==> src/rtl/mips_pkg.sv <==
// rtl/mips_pkg.sv - shared state encodings and defaults for the pipeline sequencer
package mips_pkg;

  localparam int NB_STATE         = 3;
  localparam int DRAIN_CYCLES_DEF = 3;

  typedef enum logic [NB_STATE-1:0] {
    S_IDLE      = 3'd0,
    S_RUN       = 3'd1,
    S_STEP_WAIT = 3'd2,
    S_STEP_GO   = 3'd3,
    S_DRAIN     = 3'd4,
    S_HALTED    = 3'd5
  } seq_state_t;

  // States in which a newly fetched instruction may enter the pipe
  function automatic logic is_fetching(input seq_state_t s);
    return (s == S_RUN) || (s == S_STEP_GO);
  endfunction

endpackage

==> src/rtl/hazard_detect.sv <==
// rtl/hazard_detect.sv - combinational load-use and branch-operand hazard detection
module hazard_detect #(
  parameter int NB_REG = 5
) (
  input  logic [NB_REG-1:0] i_ifid_rs,
  input  logic [NB_REG-1:0] i_ifid_rt,
  input  logic [NB_REG-1:0] i_idex_wreg,
  input  logic              i_idex_memRead,
  input  logic              i_idex_regWrite,
  input  logic              i_id_branch,
  output logic              o_stall
);

  logic w_wreg_nz;
  logic w_src_hit;
  logic w_load_use;
  logic w_branch_hz;

  // Register $0 is hardwired to zero, so a write to it never creates a dependency
  assign w_wreg_nz   = |i_idex_wreg;
  assign w_src_hit   = (i_idex_wreg == i_ifid_rs) || (i_idex_wreg == i_ifid_rt);

  // Loaded value is not available until after MEM; ID consumer must wait one cycle
  assign w_load_use  = i_idex_memRead & w_wreg_nz & w_src_hit;

  // Branches compare in ID, so any pending EX result they read forces a wait
  assign w_branch_hz = i_id_branch & i_idex_regWrite & w_wreg_nz & w_src_hit;

  assign o_stall     = w_load_use | w_branch_hz;

endmodule

==> src/rtl/pipeline_sequencer.sv <==
// rtl/pipeline_sequencer.sv - run/step/drain sequencer and hazard gating for a 5-stage pipe
module pipeline_sequencer
  import mips_pkg::*;
#(
  parameter int NB_REG       = 5,
  parameter int NB_CNT       = 32,
  parameter int DRAIN_CYCLES = DRAIN_CYCLES_DEF
) (
  input  logic              clk,
  input  logic              i_rst,
  input  logic              i_start,
  input  logic              i_step_mode,
  input  logic              i_step,
  input  logic              i_halt_id,
  input  logic              i_id_branch,
  input  logic              i_take_jump,
  input  logic [NB_REG-1:0] i_ifid_rs,
  input  logic [NB_REG-1:0] i_ifid_rt,
  input  logic              i_idex_memRead,
  input  logic              i_idex_regWrite,
  input  logic [NB_REG-1:0] i_idex_wreg,
  output logic              o_pipe_en,
  output logic              o_pc_en,
  output logic              o_ifid_en,
  output logic              o_ifid_flush,
  output logic              o_idex_bubble,
  output logic              o_halted,
  output logic [2:0]        o_state,
  output logic [NB_CNT-1:0] o_cycle_cnt
);

  localparam int NB_DRN = (DRAIN_CYCLES < 2) ? 1 : $clog2(DRAIN_CYCLES + 1);
  localparam logic [NB_DRN-1:0] DRAIN_INIT = NB_DRN'(DRAIN_CYCLES);
  localparam logic [NB_DRN-1:0] DRAIN_LAST = NB_DRN'(1);

  seq_state_t        r_state;
  logic              r_step_mode;
  logic              r_pipe_en;
  logic              r_halted;
  logic [NB_DRN-1:0] r_drain_cnt;
  logic [NB_CNT-1:0] r_cycle_cnt;

  logic w_stall;
  logic w_fetching;
  logic w_draining;
  logic w_halt_take;

  hazard_detect #(
    .NB_REG (NB_REG)
  ) u_hazard_detect (
    .i_ifid_rs       (i_ifid_rs),
    .i_ifid_rt       (i_ifid_rt),
    .i_idex_wreg     (i_idex_wreg),
    .i_idex_memRead  (i_idex_memRead),
    .i_idex_regWrite (i_idex_regWrite),
    .i_id_branch     (i_id_branch),
    .o_stall         (w_stall)
  );

  assign w_fetching  = is_fetching(r_state);
  assign w_draining  = (r_state == S_DRAIN);
  // A stall holds the HALT in ID, so it is only honoured on a clean advance
  assign w_halt_take = w_fetching & r_pipe_en & i_halt_id & ~w_stall;

  // Sequencer FSM with registered advance enable, drain and cycle counters
  always_ff @(posedge clk or posedge i_rst) begin
    if (i_rst) begin
      r_state     <= S_IDLE;
      r_step_mode <= 1'b0;
      r_pipe_en   <= 1'b0;
      r_halted    <= 1'b0;
      r_drain_cnt <= '0;
      r_cycle_cnt <= '0;
    end else begin
      if (r_pipe_en && (r_cycle_cnt != {NB_CNT{1'b1}})) begin
        r_cycle_cnt <= r_cycle_cnt + 1'b1;
      end

      case (r_state)
        S_IDLE, S_HALTED: begin
          if (i_start) begin
            r_cycle_cnt <= '0;
            r_step_mode <= i_step_mode;
            r_halted    <= 1'b0;
            if (i_step_mode) begin
              r_state   <= S_STEP_WAIT;
              r_pipe_en <= 1'b0;
            end else begin
              r_state   <= S_RUN;
              r_pipe_en <= 1'b1;
            end
          end
        end

        S_RUN: begin
          if (w_halt_take) begin
            r_state     <= S_DRAIN;
            r_drain_cnt <= DRAIN_INIT;
            r_pipe_en   <= 1'b1;
          end
        end

        S_STEP_WAIT: begin
          if (i_step) begin
            r_state   <= S_STEP_GO;
            r_pipe_en <= 1'b1;
          end
        end

        S_STEP_GO: begin
          r_pipe_en <= 1'b0;
          if (w_halt_take) begin
            r_state     <= S_DRAIN;
            r_drain_cnt <= DRAIN_INIT;
          end else begin
            r_state     <= S_STEP_WAIT;
          end
        end

        S_DRAIN: begin
          // Only advancing cycles retire a stage; in step mode each needs its own i_step
          if (r_pipe_en) begin
            if (r_drain_cnt <= DRAIN_LAST) begin
              r_state     <= S_HALTED;
              r_drain_cnt <= '0;
              r_pipe_en   <= 1'b0;
              r_halted    <= 1'b1;
            end else begin
              r_drain_cnt <= r_drain_cnt - 1'b1;
              r_pipe_en   <= ~r_step_mode;
            end
          end else if (r_step_mode && i_step) begin
            r_pipe_en <= 1'b1;
          end
        end

        default: begin
          r_state   <= S_IDLE;
          r_pipe_en <= 1'b0;
        end
      endcase
    end
  end

  // Hazard-driven enables are combinational and forced low whenever the pipe is frozen
  always_comb begin
    o_idex_bubble = r_pipe_en & w_stall;
    o_ifid_flush  = r_pipe_en & ~w_stall & (i_take_jump | (w_fetching & i_halt_id));
    o_ifid_en     = r_pipe_en & ~w_stall & ~w_draining;
    o_pc_en       = r_pipe_en & ~w_stall & ~w_draining & ~(w_fetching & i_halt_id);
  end

  assign o_pipe_en   = r_pipe_en;
  assign o_halted    = r_halted;
  assign o_state     = r_state;
  assign o_cycle_cnt = r_cycle_cnt;

endmodule
==> config.mk <==
export PLATFORM = sky130hd
export DESIGN_NAME = pipeline_sequencer
export DESIGN_NICKNAME = d
export VERILOG_FILES = /design/src/rtl/mips_pkg.sv /design/src/rtl/hazard_detect.sv /design/src/rtl/pipeline_sequencer.sv
export SDC_FILE = /design/constraint.sdc
export NUM_CORES = 1
export LEC_CHECK = 0
export ABC_AREA = 1
export BUFFER_PORTS_ARGS = -buffer_cell sky130_fd_sc_hd__buf_2
export CAP_MARGIN = 5
export CORE_MARGIN = 10
export CORE_UTILIZATION = 51
export DETAILED_ROUTE_END_ITERATION = 8
export PLACE_DENSITY_LB_ADDON = 0.25
export SYNTH_ARGS = -nofsm -noshare
export SYNTH_HDL_FRONTEND = slang
export SYNTH_HIERARCHICAL = 1
export SYNTH_SLANG_ARGS = --single-unit
==> constraint.sdc <==
create_clock -name clk -period 2.06 [get_ports clk]
set_input_delay 0.103 -clock clk [delete_from_list [all_inputs] [get_ports clk]]
set_output_delay 0.103 -clock clk [all_outputs]
set_load 0.02 [all_outputs]
Word-level counts from Yosys, hierarchy flattened --
Cells that the tools add are included.
Word-level totals: flip-flop bits (word level) 40, latch bits 0, memory bits (writable) 0, bits in read-only memories 0, bits of input ports 25, output and inout port bits 41, logic and storage cells 85, memories 0
Operators by class: add/subtract/negate cells 2, $mul 0, div/mod/pow operators 0, $lt $le $gt $ge 1, equal/unequal tests 14, shifts and indexed selects 0, muxes and demuxes 27, bitwise logic cells 20, reductions and logical operators 15
Operators by type and width (count):
- $mux W32 | 3
- $add A32 B1 Y32 const B | 1
- $ne A32 B32 Y1 const B | 1
- $mux W3 | 6
- $pmux W3 S5 | 1
- $and A1 B1 Y1 | 14
- $eq A5 B5 Y1 | 2
- $mux W1 | 10
- $mux W2 | 4
- $ne A2 B2 Y1 const B | 4
- $eq A3 B2 Y1 const B | 2
- $eq A3 B3 Y1 const B | 2
- $reduce_and A3 Y1 | 2
- $reduce_and A5 Y1 | 1
- $reduce_or A5 Y1 | 1
- $ne A2 B1 Y1 const B | 2
- $not A1 Y1 | 4
- $pmux W1 S4 | 1
- $pmux W2 S2 | 1
- $reduce_and A4 Y1 | 1
- $reduce_bool A2 Y1 | 2
- $reduce_or A2 Y1 | 2
- $eq A3 B1 Y1 const B | 1
- $logic_not A3 Y1 | 1
- 7 further kinds | 10

Logic depth before layout (Yosys ltp) --
depth after elaboration 8, gate-level depth with buffers 14, mapped depth without buffers 14

By module --
The synthesis kept the hierarchy.
By module, submodules not included:
- pipeline_sequencer | instances 1, cells an instance 403, area each 2683.8 um2, sequential area each 1001.0 um2
- hazard_detect | instances 1, cells an instance 46, area each 201.4 um2, sequential area each 0.0 um2

Worst setup path before layout --
No wires, ideal clock.
path kind register -> register, start point register r_cycle_cnt[1], in the netlist o_cycle_cnt[1], end point register r_cycle_cnt[6], in the netlist o_cycle_cnt[6], setup time 117 ps, arrival time 1635 ps, required time 1943 ps, slack 309 ps, cell stages (with the launch flop) 12, path buffers 1, period minus slack after synthesis 1751 ps, cell sequence dfrtp_1 -> ha_1 -> inv_1 -> nor2_4 -> nand2_4 -> nor2_8 -> nand2_4 -> nand2_4 -> inv_2 -> buf_6 -> a21oi_2 -> nor2_1
On the way: word-level cells in the longest chain between the ends 5, elaborated cells on any way between the ends 6, those cells by class add/sub (1); eq/ne (1); mux (3); reduce/logical (1)
Ends and longest elaborated chain:
- start: declaration | RTL line pipeline_sequencer.sv:41 | logic [NB_CNT-1:0] r_cycle_cnt;
- start signal: assignment | RTL line pipeline_sequencer.sv:76 | r_cycle_cnt <= r_cycle_cnt + 1'b1;
- parallel branches: the longest is 2 deep, another holds $add A32 B1 Y32
- $mux W32 (*) | RTL line pipeline_sequencer.sv:75 | if (r_pipe_en && (r_cycle_cnt != {NB_CNT{1'b1}})) begin
- $mux W32 | RTL line pipeline_sequencer.sv:81 | if (i_start) begin
- $mux W32 (*) | RTL line pipeline_sequencer.sv:79 | case (r_state)
Mark *: on every way between the ends. A chain may end at the register's enable or synchronous reset.

Final worst setup path --
start point register r_cycle_cnt[1], in the netlist o_cycle_cnt[1], end point register r_cycle_cnt[1], in the netlist o_cycle_cnt[1]
Same word-level chain as after synthesis.

==> impl_metrics.env <==
export IMPL_run_status="finished, final reports clean"
export IMPL_ys_seq_area_share_pct=34.7
export IMPL_die_area_mm2=0.00907
export IMPL_cts_setup_buffers=0
export IMPL_rr_startpoint="o_cycle_cnt[1]$_DFF_PP0_"
export IMPL_cts_inserted_buffers=5
export IMPL_slew_violations=0
export IMPL_synth_xor_area_share_pct=3.34
export IMPL_fin_ws_ns=0.213
export IMPL_synth_compound_area_share_pct=7.72
export IMPL_synth_top_family_by_area="simple AND/OR/NAND/NOR gates"
export IMPL_slew_headroom_pct=65.2
export IMPL_synthCells=449
export IMPL_start_kind="flop"
export IMPL_worst_path_buf_inv=2
export IMPL_cts_clk_slew_worst_paths_ns=0.08
export IMPL_initial_core_util_pct=52.4
export IMPL_hold_viol=0
export IMPL_syn_area_mm2=0.00289
export IMPL_cp_required_ns=2.25
export IMPL_cp_slowest_cell="dfrtp_1"
export IMPL_grt_total_usage_pct=17.9
export IMPL_powerDensity_mw_per_mm2=809
export IMPL_synth_nets=475
export IMPL_setup_violations=0
export IMPL_hpwl_um=6000
export IMPL_crit_top_cell="nand2_4"
export IMPL_cts_tree="yes"
export IMPL_grt_antenna_before_repair=0
export IMPL_nNetsFinal=544
export IMPL_cap_violations=0
export IMPL_core_area_mm2=0.00551
export IMPL_synth_top_area_share_pct=34.7
export IMPL_r2r_end="o_cycle_cnt[1]$_DFF_PP0_"
export IMPL_reg2regPathDepth=10
export IMPL_insertion_delay_ns=0.30
export IMPL_register_area_mm2=0.00100
export IMPL_grt_overflow=0
export IMPL_dp_slack_ns=0.223
export IMPL_cts_resized=0
export IMPL_syn2layout_area_growth_pct=16.7
export IMPL_dp_cells=582
export IMPL_root_buffer="clkbuf_8"
export IMPL_max_slew_worst_pin_slew_ns=0.522
export IMPL_multiInputGateArea_mm2=0.00158
export IMPL_cts_buffer_depth=2
export IMPL_synthMuxAreaShare_pct=0
export IMPL_place_congestion=0.931
export IMPL_rrSetupSlack_ns=0.21
export IMPL_hold_path_depth=4
export IMPL_critical_path_endpoint_type="flop"
export IMPL_synth_cell_types=30
export IMPL_routedWlPerCell_um=13.1
export IMPL_final_cells=591
export IMPL_grt_max_degree=41
export IMPL_via_per_inst=5.12
export IMPL_path_cells="ha_1 > inv_1 > nor2_4 > nand2_4 > nor2_8 > nand2_4 > nand2_4 > inv_2 > nor2_1 > nor2_1"
export IMPL_synth_edf_count=0
export IMPL_rsz0062_at_grt="false"
export IMPL_ios=66
export IMPL_ys_top_cells_by_area="dfrtp_1 35%, nand2_1 19%, nor2_1 9.8%, inv_1 7.8%, nand3_1 5.0%"
export IMPL_hold_end="o_state[1]$_DFFE_PP0P_"
export IMPL_ant_nets=0
export IMPL_grt_pass1_vias=3014
export IMPL_die_y_um=95.2
export IMPL_antenna_cells=0
export IMPL_synth_warnings=6
export IMPL_cts_sinks=40
export IMPL_worstHoldStart="i_step"
export IMPL_cp_max_fo=24
export IMPL_layout_drive_gt1_share_pct=18.7
export IMPL_rows=27
export IMPL_synth_simple_gate_area_share_pct=43.3
export IMPL_port_buffers=65
export IMPL_avgSynthCellArea_um2=6.43
export IMPL_fmax_ghz=0.541
export IMPL_grt_pass1_wl_um=13200
export IMPL_max_stage_delay_ns=0.40
export IMPL_synthAdderAreaFrac_pct=0.434
export IMPL_crit_arrival_ns=2.04
export IMPL_crit_type="reg2reg"
export IMPL_irDropWorstVdd_mv=0.864
export IMPL_fin_skew_ns=0.00591
export IMPL_p_leak_nw=1.83
export IMPL_vias=3027
export IMPL_fp_dieW_um=95.2
export IMPL_fillers=526
export IMPL_async_flop_share_pct=100
export IMPL_htreeDepth=2
export IMPL_synth_most_common_cell="nand2_1"
export IMPL_drtIter0Drc=170
export IMPL_tns_ns=0
export IMPL_crit_family="simple AND/OR/NAND/NOR gates"
export IMPL_wirelength_um=7730
export IMPL_synth_commonest_cells="143 x nand2_1, 75 x nor2_1, 60 x inv_1, 40 x dfrtp_1, 29 x nand3_1"
export IMPL_yosys_register_bits=40
export IMPL_drc=0
export IMPL_hold_path_class="in2reg"
export IMPL_timing_final_crit_share_pct=89.6
export IMPL_holdBufCountCts=1
export IMPL_ys_flop_type="dfrtp_1"
export IMPL_finalCriticalPeriod_ns=1.85
export IMPL_synth_top_area_cell="dfrtp_1"
export IMPL_dr_pass1_iters=4
## registers in the layout, indices dropped and copies added, names as in the netlist
register and cells:
o_pipe_en 1, r_drain_cnt 2, o_cycle_cnt 32, o_state 3
o_halted 1, r_step_mode 1
## worst min-delay path, delay by kind of cell
kind,cells,cell delay [ns]
buffers and inverters,2,0.12
and+or+nand+nor,2,0.14
## routing by layer
metal	global-route usage, %	share of wire, %
met2	31.5	50
met3	4.16	5.1
met1	20.8	43
met5	0	0
met4	5.99	1.8
## logic make-up (layout without fill, tap and decap cells)
kind of cell / after synthesis / in the layout
AOI/OAI and AO/OA: 39 / 39
xor gates and xnor gates: 11 / 11
adders and majority gates: 1 / 1
buffers and inverters: 72 / 142
DFF: 40 / 40
and+or+nand+nor: 286 / 286
## cell type report
| type | instances | share of cell area, % |
|---|---|---|
| Tap cell | 72 | 2.68 |
| Clock buffer | 6 | 2.45 |
| Timing Repair Buffer | 69 | 10.6 |
| Inverter | 65 | 7.25 |
| Multi-Input combinational cell | 337 | 47.0 |
| Sequential cell | 40 | 29.7 |
| Clock inverter | 2 | 0.297 |
## cells in the final DEF, fill, tap and decap left out
cell type,netlist,layout
nand2_2,3,3
ha_1,1,1
xnor2_1,4,4
nor2_4,2,2
nor3_1,9,9
o21ai_0,9,9
a21oi_2,2,2
a21oi_1,17,17
nand2_4,3,3
o21ai_1,2,2
nand2_1,143,143
o21bai_1,5,5
nor2_1,75,75
a22oi_1,1,1
dlygate4sd3_1,0,1
nand3_4,1,1
buf_2,2,65
buf_4,0,3
dfrtp_1,40,40
nand4_1,13,13
clkinv_2,0,2
xor2_1,7,7
clkbuf_8,0,6
nand3_1,29,29
nor3b_1,3,3
a31oi_1,1,1
o211ai_1,1,1
o22ai_1,1,1
nor2_2,4,4
inv_1,60,60
inv_2,5,5
nor2_8,1,1
## power by group
part,switching [W],internal (W)
sequential,0.0000979,0.000896
clock,0.000285,0.000268
combinational,0.000826,0.000352
## worst max path at each step
stage | startpoint | to | cells past startpoint
global route | o_cycle_cnt[0]$_DFF_PP0_ | o_cycle_cnt[20]$_DFF_PP0_ | 11
detailed placement | o_cycle_cnt[1]$_DFF_PP0_ | o_cycle_cnt[1]$_DFF_PP0_ | 10
floorplan | o_cycle_cnt[1]$_DFF_PP0_ | o_cycle_cnt[6]$_DFF_PP0_ | 11
finish | o_cycle_cnt[1]$_DFF_PP0_ | o_cycle_cnt[1]$_DFF_PP0_ | 10
global placement | o_cycle_cnt[0]$_DFF_PP0_ | o_cycle_cnt[6]$_DFF_PP0_ | 10
CTS | o_cycle_cnt[1]$_DFF_PP0_ | o_cycle_cnt[1]$_DFF_PP0_ | 10
## metrics by stage
step / power [W] / util, % / hold slack [ns] / instance area [um2]
5_1_grt: 0.00295 / 61.1 / 0.115 / 3370
4_1_cts: 0.00274 / 61.1 / 0.0896 / 3370
3_3_place_gp: 0.00216 / 59.3 / 0.260 / 3260
2_1_floorplan: 0.00189 / - / 0.261 / 2890
3_5_place_dp: 0.00219 / 59.3 / 0.262 / 3260
6_report: 0.00272 / 61.1 / 0.0926 / 3370
Note: power is estimated with default switching activity, not from simulation.
